[src/rtl/marquee_pkg.sv]
// Shared definitions for the marquee message path.
//   ASCII_SPACE      : blank character used for padding and idle output
//   SEG_BLANK        : all-segments-off pattern for the display driver
//   state_t          : character feeder controller states
//   DEFAULT_*        : default build parameters for the feeder
package marquee_pkg;

    localparam logic [7:0]  ASCII_SPACE = 8'h20;
    localparam logic [15:0] SEG_BLANK   = 16'hFFFF;

    localparam int DEFAULT_DEPTH    = 32;
    localparam int DEFAULT_TICK_DIV = 4194304;
    localparam int DEFAULT_PAD      = 4;

    typedef enum logic [1:0] {
        ST_IDLE = 2'd0,  // no committed message
        ST_LOAD = 2'd1,  // host is writing characters
        ST_PLAY = 2'd2   // message is being scrolled out
    } state_t;

endpackage

[src/rtl/msg_char_feeder_if.sv]
// Host-write and display-handshake signals of the character feeder.
//   wr_en/wr_char/wr_last/clear : host writes and message control
//   char_out/char_valid/char_ready : character stream to the display stage
//   msg_len/overflow            : status back to the host
// Handshake: the feeder raises char_valid with char_out and holds both
// unchanged until a cycle where char_valid and char_ready are both high;
// that cycle is the transfer. char_ready may change freely.
interface msg_char_feeder_if #(
    parameter int DEPTH = 32
);
    localparam int LW = $clog2(DEPTH) + 1;

    logic          wr_en;
    logic [7:0]    wr_char;
    logic          wr_last;
    logic          clear;
    logic [7:0]    char_out;
    logic          char_valid;
    logic          char_ready;
    logic [LW-1:0] msg_len;
    logic          overflow;

    // master: host + display side
    modport master (
        output wr_en, wr_char, wr_last, clear, char_ready,
        input  char_out, char_valid, msg_len, overflow
    );

    // slave: the feeder itself
    modport slave (
        input  wr_en, wr_char, wr_last, clear, char_ready,
        output char_out, char_valid, msg_len, overflow
    );

endinterface

[src/rtl/scroll_tick_gen.sv]
// Free-running scroll tick generator.
//   clk  : clock
//   rst  : synchronous active-high reset, restarts the count at 0
//   tick : high for one cycle when the count reaches TICK_DIV-1
module scroll_tick_gen
    import marquee_pkg::*;
#(
    parameter int TICK_DIV = DEFAULT_TICK_DIV
) (
    input  logic clk,
    input  logic rst,
    output logic tick
);

    localparam int CW = (TICK_DIV > 1) ? $clog2(TICK_DIV) : 1;

    logic [CW-1:0] cnt;

    assign tick = (cnt == CW'(TICK_DIV - 1));

    always_ff @(posedge clk) begin
        if (rst) begin
            cnt <= '0;
        end else if (tick) begin
            cnt <= '0;
        end else begin
            cnt <= cnt + CW'(1);
        end
    end

endmodule

[src/rtl/msg_char_feeder.sv]
// Message buffer and character feeder for the scrolling marquee.
// The host loads a message character by character; once committed, one
// character (message then PAD spaces, repeating) is offered per scroll tick.
//   clk, rst  : clock and synchronous active-high reset
//   bus       : host write / display handshake / status (slave modport)
//   state_dbg : current controller state
module msg_char_feeder
    import marquee_pkg::*;
#(
    parameter int DEPTH    = DEFAULT_DEPTH,
    parameter int TICK_DIV = DEFAULT_TICK_DIV,
    parameter int PAD      = DEFAULT_PAD
) (
    input  logic               clk,
    input  logic               rst,
    msg_char_feeder_if.slave   bus,
    output state_t             state_dbg
);

    localparam int AW = $clog2(DEPTH);
    localparam int LW = AW + 1;

    state_t        state_q, state_d;
    logic [LW-1:0] wr_ptr_q, wr_ptr_d;
    logic [LW-1:0] msg_len_q, msg_len_d;
    logic [AW-1:0] rd_ptr_q, rd_ptr_d;
    logic          in_pad_q, in_pad_d;
    logic [3:0]    pad_cnt_q, pad_cnt_d;
    logic          valid_q, valid_d;
    logic [7:0]    out_q, out_d;
    logic          ovf_q, ovf_d;

    logic [7:0]    buf_mem [DEPTH];
    logic          buf_we;
    logic [AW-1:0] buf_waddr;

    logic          tick;
    logic          accept;
    logic [AW-1:0] nxt_rd;
    logic          nxt_pad;
    logic [3:0]    nxt_cnt;

    scroll_tick_gen #(
        .TICK_DIV (TICK_DIV)
    ) u_tick (
        .clk  (clk),
        .rst  (rst),
        .tick (tick)
    );

    always_comb begin
        state_d   = state_q;
        wr_ptr_d  = wr_ptr_q;
        msg_len_d = msg_len_q;
        rd_ptr_d  = rd_ptr_q;
        in_pad_d  = in_pad_q;
        pad_cnt_d = pad_cnt_q;
        valid_d   = valid_q;
        out_d     = out_q;
        ovf_d     = ovf_q;
        buf_we    = 1'b0;
        buf_waddr = wr_ptr_q[AW-1:0];

        accept  = valid_q & bus.char_ready;
        nxt_rd  = rd_ptr_q;
        nxt_pad = in_pad_q;
        nxt_cnt = pad_cnt_q;

        // Read position after this cycle's transfer (if any). The character
        // presented on a tick always comes from this advanced position, so a
        // tick coinciding with a transfer shows the following character.
        if (accept) begin
            if (in_pad_q) begin
                if (pad_cnt_q == 4'(PAD - 1)) begin
                    nxt_pad = 1'b0;
                    nxt_cnt = '0;
                    nxt_rd  = '0;
                end else begin
                    nxt_cnt = pad_cnt_q + 4'd1;
                end
            end else if (LW'(rd_ptr_q) == msg_len_q - LW'(1)) begin
                nxt_rd  = '0;
                nxt_cnt = '0;
                nxt_pad = (PAD != 0);
            end else begin
                nxt_rd = rd_ptr_q + AW'(1);
            end
        end

        if (bus.clear) begin
            state_d   = ST_IDLE;
            msg_len_d = '0;
            wr_ptr_d  = '0;
            ovf_d     = 1'b0;
            valid_d   = 1'b0;
            out_d     = ASCII_SPACE;
            rd_ptr_d  = '0;
            in_pad_d  = 1'b0;
            pad_cnt_d = '0;
        end else if (bus.wr_en) begin
            state_d = ST_LOAD;
            valid_d = 1'b0;
            out_d   = ASCII_SPACE;
            if (state_q != ST_LOAD) begin
                // First character of a new message; old message is dropped.
                buf_we    = 1'b1;
                buf_waddr = '0;
                wr_ptr_d  = LW'(1);
                msg_len_d = '0;
            end else if (wr_ptr_q != LW'(DEPTH)) begin
                buf_we   = 1'b1;
                wr_ptr_d = wr_ptr_q + LW'(1);
            end else begin
                ovf_d = 1'b1;
            end
            if (bus.wr_last) begin
                // wr_ptr_d saturates at DEPTH, so it is the stored count.
                state_d   = ST_PLAY;
                msg_len_d = wr_ptr_d;
                rd_ptr_d  = '0;
                in_pad_d  = 1'b0;
                pad_cnt_d = '0;
            end
        end else if (state_q == ST_PLAY) begin
            rd_ptr_d  = nxt_rd;
            in_pad_d  = nxt_pad;
            pad_cnt_d = nxt_cnt;
            if (tick && (!valid_q || accept)) begin
                valid_d = 1'b1;
                out_d   = nxt_pad ? ASCII_SPACE : buf_mem[nxt_rd];
            end else if (accept) begin
                valid_d = 1'b0;
            end
        end
    end

    always_ff @(posedge clk) begin
        if (rst) begin
            state_q   <= ST_IDLE;
            wr_ptr_q  <= '0;
            msg_len_q <= '0;
            rd_ptr_q  <= '0;
            in_pad_q  <= 1'b0;
            pad_cnt_q <= '0;
            valid_q   <= 1'b0;
            out_q     <= ASCII_SPACE;
            ovf_q     <= 1'b0;
        end else begin
            state_q   <= state_d;
            wr_ptr_q  <= wr_ptr_d;
            msg_len_q <= msg_len_d;
            rd_ptr_q  <= rd_ptr_d;
            in_pad_q  <= in_pad_d;
            pad_cnt_q <= pad_cnt_d;
            valid_q   <= valid_d;
            out_q     <= out_d;
            ovf_q     <= ovf_d;
        end
    end

    // Message storage has no reset; only entries below msg_len are ever read.
    always_ff @(posedge clk) begin
        if (buf_we && !rst) begin
            buf_mem[buf_waddr] <= bus.wr_char;
        end
    end

    assign bus.char_out   = out_q;
    assign bus.char_valid = valid_q;
    assign bus.msg_len    = msg_len_q;
    assign bus.overflow   = ovf_q;
    assign state_dbg      = state_q;

endmodule

[src/flat_wrapper.sv]
// flat-port wrapper written by rule: the top's interface ports become plain ports
module msg_char_feeder_flat import marquee_pkg::*;
#(
    parameter int DEPTH    = DEFAULT_DEPTH,
    parameter int TICK_DIV = DEFAULT_TICK_DIV,
    parameter int PAD      = DEFAULT_PAD
)
  (clk, rst, state_dbg, bus_wr_en, bus_wr_char, bus_wr_last, bus_clear, bus_char_ready, bus_char_out, bus_char_valid, bus_msg_len, bus_overflow);
  msg_char_feeder_if #(.DEPTH(DEPTH)) bus_i ();
  input  logic clk;
  input  logic rst;
  output state_t state_dbg;
  input wire logic [$bits(bus_i.wr_en)-1:0] bus_wr_en;
  input wire logic [$bits(bus_i.wr_char)-1:0] bus_wr_char;
  input wire logic [$bits(bus_i.wr_last)-1:0] bus_wr_last;
  input wire logic [$bits(bus_i.clear)-1:0] bus_clear;
  input wire logic [$bits(bus_i.char_ready)-1:0] bus_char_ready;
  output wire logic [$bits(bus_i.char_out)-1:0] bus_char_out;
  output wire logic [$bits(bus_i.char_valid)-1:0] bus_char_valid;
  output wire logic [$bits(bus_i.msg_len)-1:0] bus_msg_len;
  output wire logic [$bits(bus_i.overflow)-1:0] bus_overflow;
  assign bus_i.wr_en = bus_wr_en;
  assign bus_i.wr_char = bus_wr_char;
  assign bus_i.wr_last = bus_wr_last;
  assign bus_i.clear = bus_clear;
  assign bus_i.char_ready = bus_char_ready;
  assign bus_char_out = bus_i.char_out;
  assign bus_char_valid = bus_i.char_valid;
  assign bus_msg_len = bus_i.msg_len;
  assign bus_overflow = bus_i.overflow;
  msg_char_feeder #(.DEPTH(DEPTH), .TICK_DIV(TICK_DIV), .PAD(PAD)) u_core (.clk(clk), .rst(rst), .bus(bus_i), .state_dbg(state_dbg));
endmodule
[config.mk]
export PLATFORM = sky130hd
export DESIGN_NAME = msg_char_feeder_flat
export DESIGN_NICKNAME = d
export VERILOG_FILES = /design/src/rtl/marquee_pkg.sv /design/src/rtl/msg_char_feeder_if.sv /design/src/rtl/scroll_tick_gen.sv /design/src/rtl/msg_char_feeder.sv /design/src/flat_wrapper.sv
export SDC_FILE = /design/constraint.sdc
export NUM_CORES = 1
export LEC_CHECK = 0
export BUFFER_PORTS_ARGS = -buffer_cell sky130_fd_sc_hd__buf_2
export CORE_MARGIN = 2
export CORE_UTILIZATION = 55
export DETAILED_ROUTE_END_ITERATION = 12
export MAX_ROUTING_LAYER = met4
export PLACE_DENSITY = 0.74
export SYNTH_ARGS = -nofsm -noshare
export SYNTH_HDL_FRONTEND = slang
export SYNTH_SLANG_ARGS = --single-unit
[constraint.sdc]
create_clock -name clk -period 2.7 [get_ports clk]
set_input_delay 0.54 -clock clk [delete_from_list [all_inputs] [get_ports clk]]
set_output_delay 0.54 -clock clk [all_outputs]
set_load 0.02 [all_outputs]
# Word-level counts from Yosys, hierarchy flattened
# Memories as Yosys holds them, arrays and structs flattened.
# Cells that the tools add are included.
[word_totals]
regBits = 56
latchBits = 0
ramBits = 256
rom_bits = 0
input_bits = 14
memories = 1
[classes]
addsub = 5
mul = 0
div = 0
magnitude_cmp = 0
n_eq_ne = 7
shifts = 0
mux = 38
n_bitwise = 3
reduce_logical = 19
[mem_list]
columns = ["memory", "depth", "width", "read_ports", "rd_clocked_by_memory_dff", "wr", "line", "rtl"]
rows = [
  ["u_core.buf_mem", 32, 8, 1, 0, 1, "msg_char_feeder.sv:33", "logic [7:0] buf_mem [DEPTH];"],
]
[ops]
columns = ["operator", "n"]
rows = [
  ["5-bit 2-to-1 mux", 10],
  ["4-bit 2-to-1 mux", 7],
  ["6-bit 2-to-1 mux", 4],
  ["22-bit by 1-bit adder with 22-bit output, second input constant", 1],
  ["22-bit equality test, second input constant", 1],
  ["1-bit 2-to-1 mux", 15],
  ["8-bit 2-to-1 mux", 1],
  ["2-bit AND reduction", 4],
  ["2-bit nonzero test", 4],
  ["6-bit by 1-bit adder with 6-bit output, second input constant", 1],
  ["5-bit by 6-bit equality test with 1-bit output", 1],
  ["6-bit inequality test, second input constant", 1],
  ["6-bit by 1-bit subtractor with 6-bit output, second input constant", 1],
  ["5-bit by 1-bit adder with 5-bit output, second input constant", 1],
  ["4-bit by 1-bit adder with 4-bit output, second input constant", 1],
  ["4-bit by 2-bit equality test with 1-bit output, second input constant", 1],
  ["2-bit by 1-bit inequality test with 1-bit output, second input constant", 2],
  ["4-bit AND reduction", 1],
  ["2-bit OR reduction", 2],
  ["3-bit AND reduction", 1],
  ["3-bit nonzero test", 1],
  ["3-bit OR reduction", 1],
  ["2-bit equality test, second input constant", 1],
  ["1-bit logical AND", 2],
  ["other kinds (5)", 7],
]

# Depth between registers and ports, before layout
# Gate-level depths: netlist of the first run.
[logic_depth]
word_depth = 8
mapped_depth = 14

# By module
# A second synthesis of the first run with hierarchy kept.
[unflattened]
cells_unflattened = 1092
hier_area_um2 = 13090.1
[by_module_without_submodules]
columns = ["module", "n_inst", "cells_each", "area_each_um2"]
rows = [
  ["msg_char_feeder", 1, 976, 12099.1],
  ["scroll_tick_gen", 1, 116, 991.0],
]

# Least setup slack after synthesis of the first run
# Ideal clock, no wire load.
[synth_path]
path_type = "register to register"
start = "reg u_core.msg_len_q[0] (netlist: u_core.bus.msg_len[0])"
end = "reg u_core.out_q[6] (netlist: u_core.bus.char_out[6])"
setup_ps = 128
arrival_time_ps = 2722
t_required_ps = 2572
slack_ps = -149
path_stages_with_launch = 14
path_cell_list = "dfxtp_1 inv_1 ha_1 and2_1 o21ai_0 nand4_1 o21ai_2 and2_1 buf_2 buf_1 mux2i_1 o22ai_1 o41ai_1 nand3_1"
[synth_between]
elab_chain_len = 7
elab_cells_between_ends = 10
cone_classes = "add/sub (1); eq/ne (1); mux (7); memory (1)"
[synth_lines]
columns = ["item", "line", "rtl"]
rows = [
  ["start, declared", "msg_char_feeder.sv:25", "logic [LW-1:0] msg_len_q, msg_len_d;"],
  ["start signal, assigned", "msg_char_feeder.sv:151", "msg_len_q <= msg_len_d;"],
  ["6-bit by 1-bit subtractor with 6-bit output *", "msg_char_feeder.sv:81", "end else if (LW'(rd_ptr_q) == msg_len_q - LW'(1)) begin"],
  ["5-bit by 6-bit equality test with 1-bit output *", "msg_char_feeder.sv:81", ""],
  ["5-bit 2-to-1 mux", "msg_char_feeder.sv:81", ""],
  ["5-bit 2-to-1 mux", "msg_char_feeder.sv:73", "if (in_pad_q) begin"],
  ["5-bit 2-to-1 mux", "msg_char_feeder.sv:72", "if (accept) begin"],
  ["memory read 32 x 8 bit", "n/a", ""],
  ["8-bit 2-to-1 mux *", "msg_char_feeder.sv:130", "out_d = nxt_pad ? ASCII_SPACE : buf_mem[nxt_rd];"],
  ["end signal, assigned", "msg_char_feeder.sv:156", "out_q <= out_d;"],
  ["end, declared", "msg_char_feeder.sv:30", "logic [7:0] out_q, out_d;"],
]
# Every way passes the cells marked *; elsewhere a longest branch is shown, timed or not.
# A chain may end at the register's enable or synchronous reset.

# Final worst setup path of the first run
[layout_path]
start = "reg u_core.msg_len_q[2] (netlist: u_core.bus.msg_len[2])"
end = "reg u_core.out_q[2] (netlist: u_core.bus.char_out[2])"
# Same word-level chain as after synthesis.

==> results of run 1 <==
## per-stage QoR
stage | instance area (um2) | cells | setup TNS, ps | setup WS, ps
2_1_floorplan | 13100 | 1015 | -8.91 | -8.91
3_3_place_gp | 14600 | 1455 | -5920 | -960
3_5_place_dp | 14600 | 1455 | -6320 | -994
4_1_cts | 16400 | 1533 | -2550 | -348
5_1_grt | 17000 | 1545 | -4120 | -556
6_report | 17000 | 1545 | -3120 | -483
## power groups by stage
stage	clock [mW]	combinational [mW]	sequential, mW
after floorplan	0	0.0946	5.32
after global placement	0	0.224	5.32
after detailed placement	0	0.229	5.32
after CTS	4.08	0.252	5.21
after global routing	4.26	0.292	5.21
final	4.09	0.280	5.21
## worst max-delay path: cells and delay by family (launching register included)
| family | cells | cell delay [ps] |
|---|---|---|
| buf+inv | 4 | 610 |
| compound gates | 6 | 1080 |
| simple gates | 3 | 1030 |
| flops | 1 | 320 |
## sequential cells by signal, indices dropped and copies added, names as in the netlist
| name | flops |
|---|---|
| u_core.buf_mem | 256 |
| u_core.u_tick.cnt | 22 |
| u_core.bus.char_out | 8 |
| u_core.bus.msg_len | 6 |
| u_core.wr_ptr_q | 6 |
| u_core.rd_ptr_q | 5 |
| u_core.pad_cnt_q | 4 |
| u_core.state_dbg | 2 |
| u_core.bus.char_valid | 1 |
| u_core.bus.overflow | 1 |
| u_core.in_pad_q | 1 |
## worst paths after layout
check | start | end | slack (ps) | cells past startpoint
worst min register to register | u_core.u_tick.cnt[19] | u_core.u_tick.cnt[19] | 480 | 2
worst min-delay path | rst | u_core.u_tick.cnt[16] | 200 | 2
worst max register to register | u_core.bus.msg_len[2] | u_core.bus.char_out[2] | -480 | 13
worst max-delay path | u_core.bus.msg_len[2] | u_core.bus.char_out[2] | -480 | 13
## what timing repair did
item / 4_1_cts / 5_1_grt
setup endpoints to repair: 10 / 14
buffers inserted: 20 / 10
gates cloned: 5 / 2
gates resized for setup: 109 / 93
pin swaps: 38 / 49
## cell type report
| cell class | instances | share of cell area |
|---|---|---|
| Clock buffer | 40 | 0.0487 |
| Clock inverter | 16 | 0.00751 |
| Inverter | 8 | 0.00177 |
| Multi-Input combinational cell | 632 | 0.285 |
| Sequential cell | 312 | 0.518 |
| Tap cell | 319 | 0.0235 |
| Timing Repair Buffer | 218 | 0.115 |
## cell usage after synthesis (2+ instances only)
cell        n  area share
a31oi_1    10      0.0048
xnor2_1    15       0.010
buf_4       4      0.0023
clkbuf_1   33      0.0095
a21o_1      4      0.0023
o31ai_4     2      0.0032
nor2b_1     8      0.0038
o221ai_1    2      0.0013
dfxtp_1    56       0.086
nor3_1     13      0.0050
buf_1       7      0.0020
nor4_1      9      0.0043
a211oi_2    2      0.0019
buf_6       3      0.0026
a211o_1     3      0.0020
a21boi_0    2      0.0011
nand3_1    27       0.010
edfxtp_1  256        0.59
o211ai_1    5      0.0029
ha_1        6      0.0057
o41ai_1     2      0.0013
nor2_1     98       0.028
inv_1       8      0.0023
a22oi_1    10      0.0057
o31ai_1     8      0.0046
or3_1       3      0.0014
nand4_1     4      0.0019
or2_2       3      0.0014
and3_1     51       0.024
nand2_1   108       0.031
a32oi_1     3      0.0020
and4_1      4      0.0027
mux2i_1    46       0.035
nand2b_1    8      0.0038
o21ai_2     3      0.0020
and2_1      6      0.0029
a311oi_1   25       0.017
a21oi_1    31       0.012
xor2_1     13      0.0087
buf_2      15      0.0057
a211oi_1   56       0.032
o21ai_0     9      0.0034
o22ai_1    16      0.0076
## routing by layer
metal  GRT usage  wire (um)
met4       0.120       1590
met5           -          0
met3      0.0637       4250
met2       0.465      17900
met1       0.379      14100
## cell families after synthesis
logic type      Yosys count  synth area share
buf+inv                  71            0.0259
mux                      47            0.0369
fa+ha+maj                 6           0.00573
simple gates            350             0.127
xor+xnor                 28            0.0187
compound gates          201             0.114
flops                   312             0.673
## placed cells by master (no fill, tap or decap), types with 11 or more instances in the layout
cell       count
a311oi_2      11
nand3_1       25
buf_4        145
dfxtp_1       53
nor3_1        12
and3_1        49
a311oi_1      11
mux2i_1       27
mux2i_4       11
nor2_1        94
buf_12        11
buf_2         31
a211oi_1      33
clkbuf_16     32
nand2_1      105
a211oi_2      17
a21oi_1       27
edfxtp_1     256
buf_6         17
xor2_1        13
xnor2_1       15
==> run metrics, run 1 <==
Reg power frac 0.544; DRT iter0 DRCs roughly 1100; total number of vias a little under 10000; IO buf count 31; switching share of power 0.212; post-route core utilization 0.726; # hold bufs at CTS 0; Period minus WS final approximately 3200 ps; Clock Path Buffers 3; # nets final 1222; root buffer cell clkbuf_16; Initial Util 0.560; Antenna Cells 0; Num CTS Buffers 30; Async S/R FF share, synth 0; Tot Pwr between 9 and 10 mW; post-synth cell types 61; CP endpoint kind register; fmax about 310 MHz; H-tree depth 1; Remaining Overflow, GRT 0; Critical Path RT roughly 3100 ps; layout cells sized above 1 0.321; ys flop type edfxtp_1; RSZ-0062 raised after global routing true; largest stage delay on the critical path 570 ps; Die W 158 um; initial antenna violation count 0; row cnt 56; crit start category register; DIE AREA ~0.025 mm2; first-pass GRT wire length 53400 um; CTS tree built; area of the multi-input gates just under 0.005 mm2; Via-to-Cell Ratio between 6 and 7; DRC 0; crit-path cells or4_4 > o21ai_4 > buf_6 > o311ai_4 > o21ai_4 > nand2_4 > buf_12 > buf_6 > a211oi_2 > a311oi_1 > buf_4 > nor4_4 > o221ai_1; slowest CP cell or4_4; maximum VDD drop roughly 0.57 mV; final hold vios 0; Post-Syn Nets 1035; sw power 2.03 mW; cell area after synthesis ~0.013 mm2; number of synthesized flops with an enable pin 256; register area share after synthesis 0.673; hpwl dp 22200 um; Clock power frac 0.427; hold slack roughly 200 ps; P&R area growth vs syn 29.8%; I/O pin cnt 32; static leakage ~6 nW; Slew Limit Fails 0; PD cells 564 mW/mm2; status finished with violations; first drt pass iteration count 8; Ys Warns 0; Worst-Skew Late Latency 580 ps; Relative slew margins 0.486; Antenna Nets Post-Route 0; Synth Register Bits 312; drt total wl 37900 um; Max FO, Critical Path 12; Worst Skew roughly 25 ps; Reg area 0.00881 mm2; Tcrit/Tclk final 1.18; die height around 160 um; Core Area 0.0234 mm2; routed len/inst ~25 um; Fill cells between 1000 and 1500; vias in the first global route 9342; clock-pin slew on the worst setup and hold paths roughly 60 ps; CTS Sinks ~310; crit path DAT around 3600 ps; largest net degree at the start of global routing 33; RePlAce Congestion approximately 0.94; gate count of the mapped netlist roughly 1000; GRT Overall Usage 0.296; Hold Crit Class in -> reg; failing checks setup timing; Setup Crit Path Kind reg -> reg; Combinational Power Share 0.029; Power Internal about 7.6 mW; Worst Tran Pin Value roughly 770 ps; synthesized area per cell roughly 13 um2; max-cap violations 0; final setup violation count 9; Setup WS post-layout -483 ps
Power figures use the tool's default switching activity.
==> run 2, diff against run 1 <==
--- a/config.mk
+++ b/config.mk
@@ -9,7 +9,6 @@
 export CORE_MARGIN = 2
 export CORE_UTILIZATION = 55
 export DETAILED_ROUTE_END_ITERATION = 12
-export MAX_ROUTING_LAYER = met4
 export PLACE_DENSITY = 0.74
 export SYNTH_ARGS = -nofsm -noshare
 export SYNTH_HDL_FRONTEND = slang
==> run 2 against run 1 <==
Against the previous run:
- sequential power about the same
- clock skew is 2.3 ps lower
- the run still ends with setup timing left
- critical endpoint is now u_core.bus.char_out[4]
- global-route usage decreased by 0.86 points
- power decreased by 0.40%
- routed wire length decreased by 1.8%
==> run metrics, run 2 (synthesized netlist as in run 1, its figures left out) <==
maximum VDD drop 0.552 mV (-2.8%); initial antenna violation count 0 (unchanged); root buffer cell clkbuf_16; first-pass GRT wire length 53400 um (unchanged); Worst Hold Depth 2 (unchanged); clock-pin slew on the worst setup and hold paths 70 ps (about the same); Worst Tran Pin Value 761 ps (-9.80 ps); Hold Crit Class in -> reg; failing checks setup timing; Worst Skew 22.4 ps (-2.32 ps); CTS tree built; H-tree depth 1 (unchanged); row cnt 56 (unchanged); Die W 158 um (unchanged); Relative slew margins 0.493 (+0.00653); CTS Sinks 312 (unchanged); Core Area 0.0234 mm2 (unchanged); CP endpoint kind register; most frequent cells in the layout 256 x edfxtp_1, 147 x buf_4, 106 x nand2_1, 94 x nor2_1, 53 x dfxtp_1; Slew Limit Fails 0 (unchanged); # hold bufs at CTS 0 (unchanged); final hold vios 0 (unchanged); setup TNS -3240 ps (-114 ps); crit start category register; routed len/inst 24.1 um (-1.8%); largest net degree at the start of global routing 33 (unchanged); max reg flops 256 (unchanged); status finished with violations; Non-Filler Instances 1545 (unchanged); die height 158 um (unchanged); Initial Util 0.560 (unchanged); r2r setup slk -400 ps (+80 ps); P&R area growth vs syn 28.8%; PD cells 566 mW/mm2 (+0.43%); max-cap violations 0 (unchanged); reg2reg start u_core.bus.msg_len[2]; Max FO, Critical Path 12 (unchanged); fmax 322 MHz (+2.6%); DIE AREA 0.0251 mm2 (unchanged); Inst Count DP 1455 (unchanged); Num CTS Buffers 30 (unchanged); static leakage 5.86 nW (-0.17%); Tcrit/Tclk final 1.15 (-0.0296); Critical Path Start u_core.bus.msg_len[2]; layout cells sized above 1 0.318 (-0.00326); Worst R2R Path Depth 11 (-2); Period minus WS final 3100 ps (-79.9 ps); hpwl dp 22200 um (unchanged); total number of vias 9671 (-1.2%); Worst-Skew Late Latency 570 ps (about the same); commonest non-fill, non-tap cell in the layout edfxtp_1; Tot Pwr 9.54 mW (-0.40%); drt total wl 37200 um (-1.8%); Top reg by flops u_core.buf_mem; GRT Overall Usage 0.287 (-0.00862); final setup violation count 12 (+3); Post-Place Setup Slack -994 ps (unchanged); DRT iter0 DRCs 1099 (-2.2%); Clock Path Buffers 3 (unchanged); first drt pass iteration count 5 (-3); IO buf count 31 (unchanged); Setup WS post-layout -403 ps (+79.9 ps); I/O pin cnt 32 (unchanged); vias in the first global route 9336 (-0.064%); Critical Path RT 3130 ps (about the same); Setup Crit Path Kind reg -> reg; Critical Path Sink u_core.bus.char_out[4]; worst flop-to-flop path endpoint u_core.bus.char_out[4]; DRC 0 (unchanged); RePlAce Congestion 0.928 (-1.7%); Antenna Nets Post-Route 0 (unchanged); Via-to-Cell Ratio 6.26 (-1.2%); # nets final 1222 (unchanged); Antenna Cells 0 (unchanged); Remaining Overflow, GRT 0 (unchanged); RSZ-0062 raised after global routing true; crit path DAT 3530 ps (-70 ps)
==> run 2: final cells by class <==
class	count	area, um2
fill	1515	6540
clock inverter	16	128
clock buffer	40	828
multi-input combinational	632	4760
inverter	8	30.0
tap	319	399
timing repair buffer	218	1900
sequential	312	8810
==> run 2: metrics by stage <==
step / util / hold slack (ps) / cell area (um2)
5_1_grt: 0.720 / 196 / 16900
2_1_floorplan: - / 430 / 13100
6_report: 0.720 / 199 / 16900
3_3_place_gp: 0.623 / 446 / 14600
3_5_place_dp: 0.623 / 460 / 14600
4_1_cts: 0.700 / 193 / 16400
==> run 2: repair_timing <==
action / 4_1_cts / 5_1_grt
pin swaps: 38 / 46
setup buffers: 20 / 11
endpoints found under the setup margin: 10 / 14
gates cloned: 5 / 1
gates resized for setup: 109 / 79
==> run 2: critical path, stage by stage (launching register included) <==
cell	delay [ps]
dfxtp_2	320
or4_4	560
or3_4	380
o311ai_4	120
o21ai_4	130
buf_8	180
buf_6	140
and3_4	180
a211oi_4	290
a311oi_2	100
o31ai_4	380
o211ai_1	190
==> run 2: layer usage <==
metal / global-route usage / up-vias / share of wire
met2: 0.465 / 646 / 0.48
met4: 0.121 / 0 / 0.037
met5: 0 / - / 0
met3: 0.0694 / 113 / 0.11
met1: 0.374 / 4674 / 0.38
li1: - / 4238 / -
==> run 2: worst min path at each step <==
stage / slack [ps] / from / end
floorplan: 430 / u_core.u_tick.cnt[0] / u_core.u_tick.cnt[0]
global placement: 450 / u_core.bus.overflow / u_core.bus.overflow
detailed placement: 460 / u_core.bus.overflow / u_core.bus.overflow
CTS: 190 / rst / u_core.u_tick.cnt[16]
global route: 200 / rst / u_core.u_tick.cnt[20]
finish: 200 / rst / u_core.u_tick.cnt[16]
==> run 2: power breakdown <==
group	switching, mW	internal [mW]
clock network	1.80	2.26
registers	0.00719	5.21
logic	0.190	0.0855
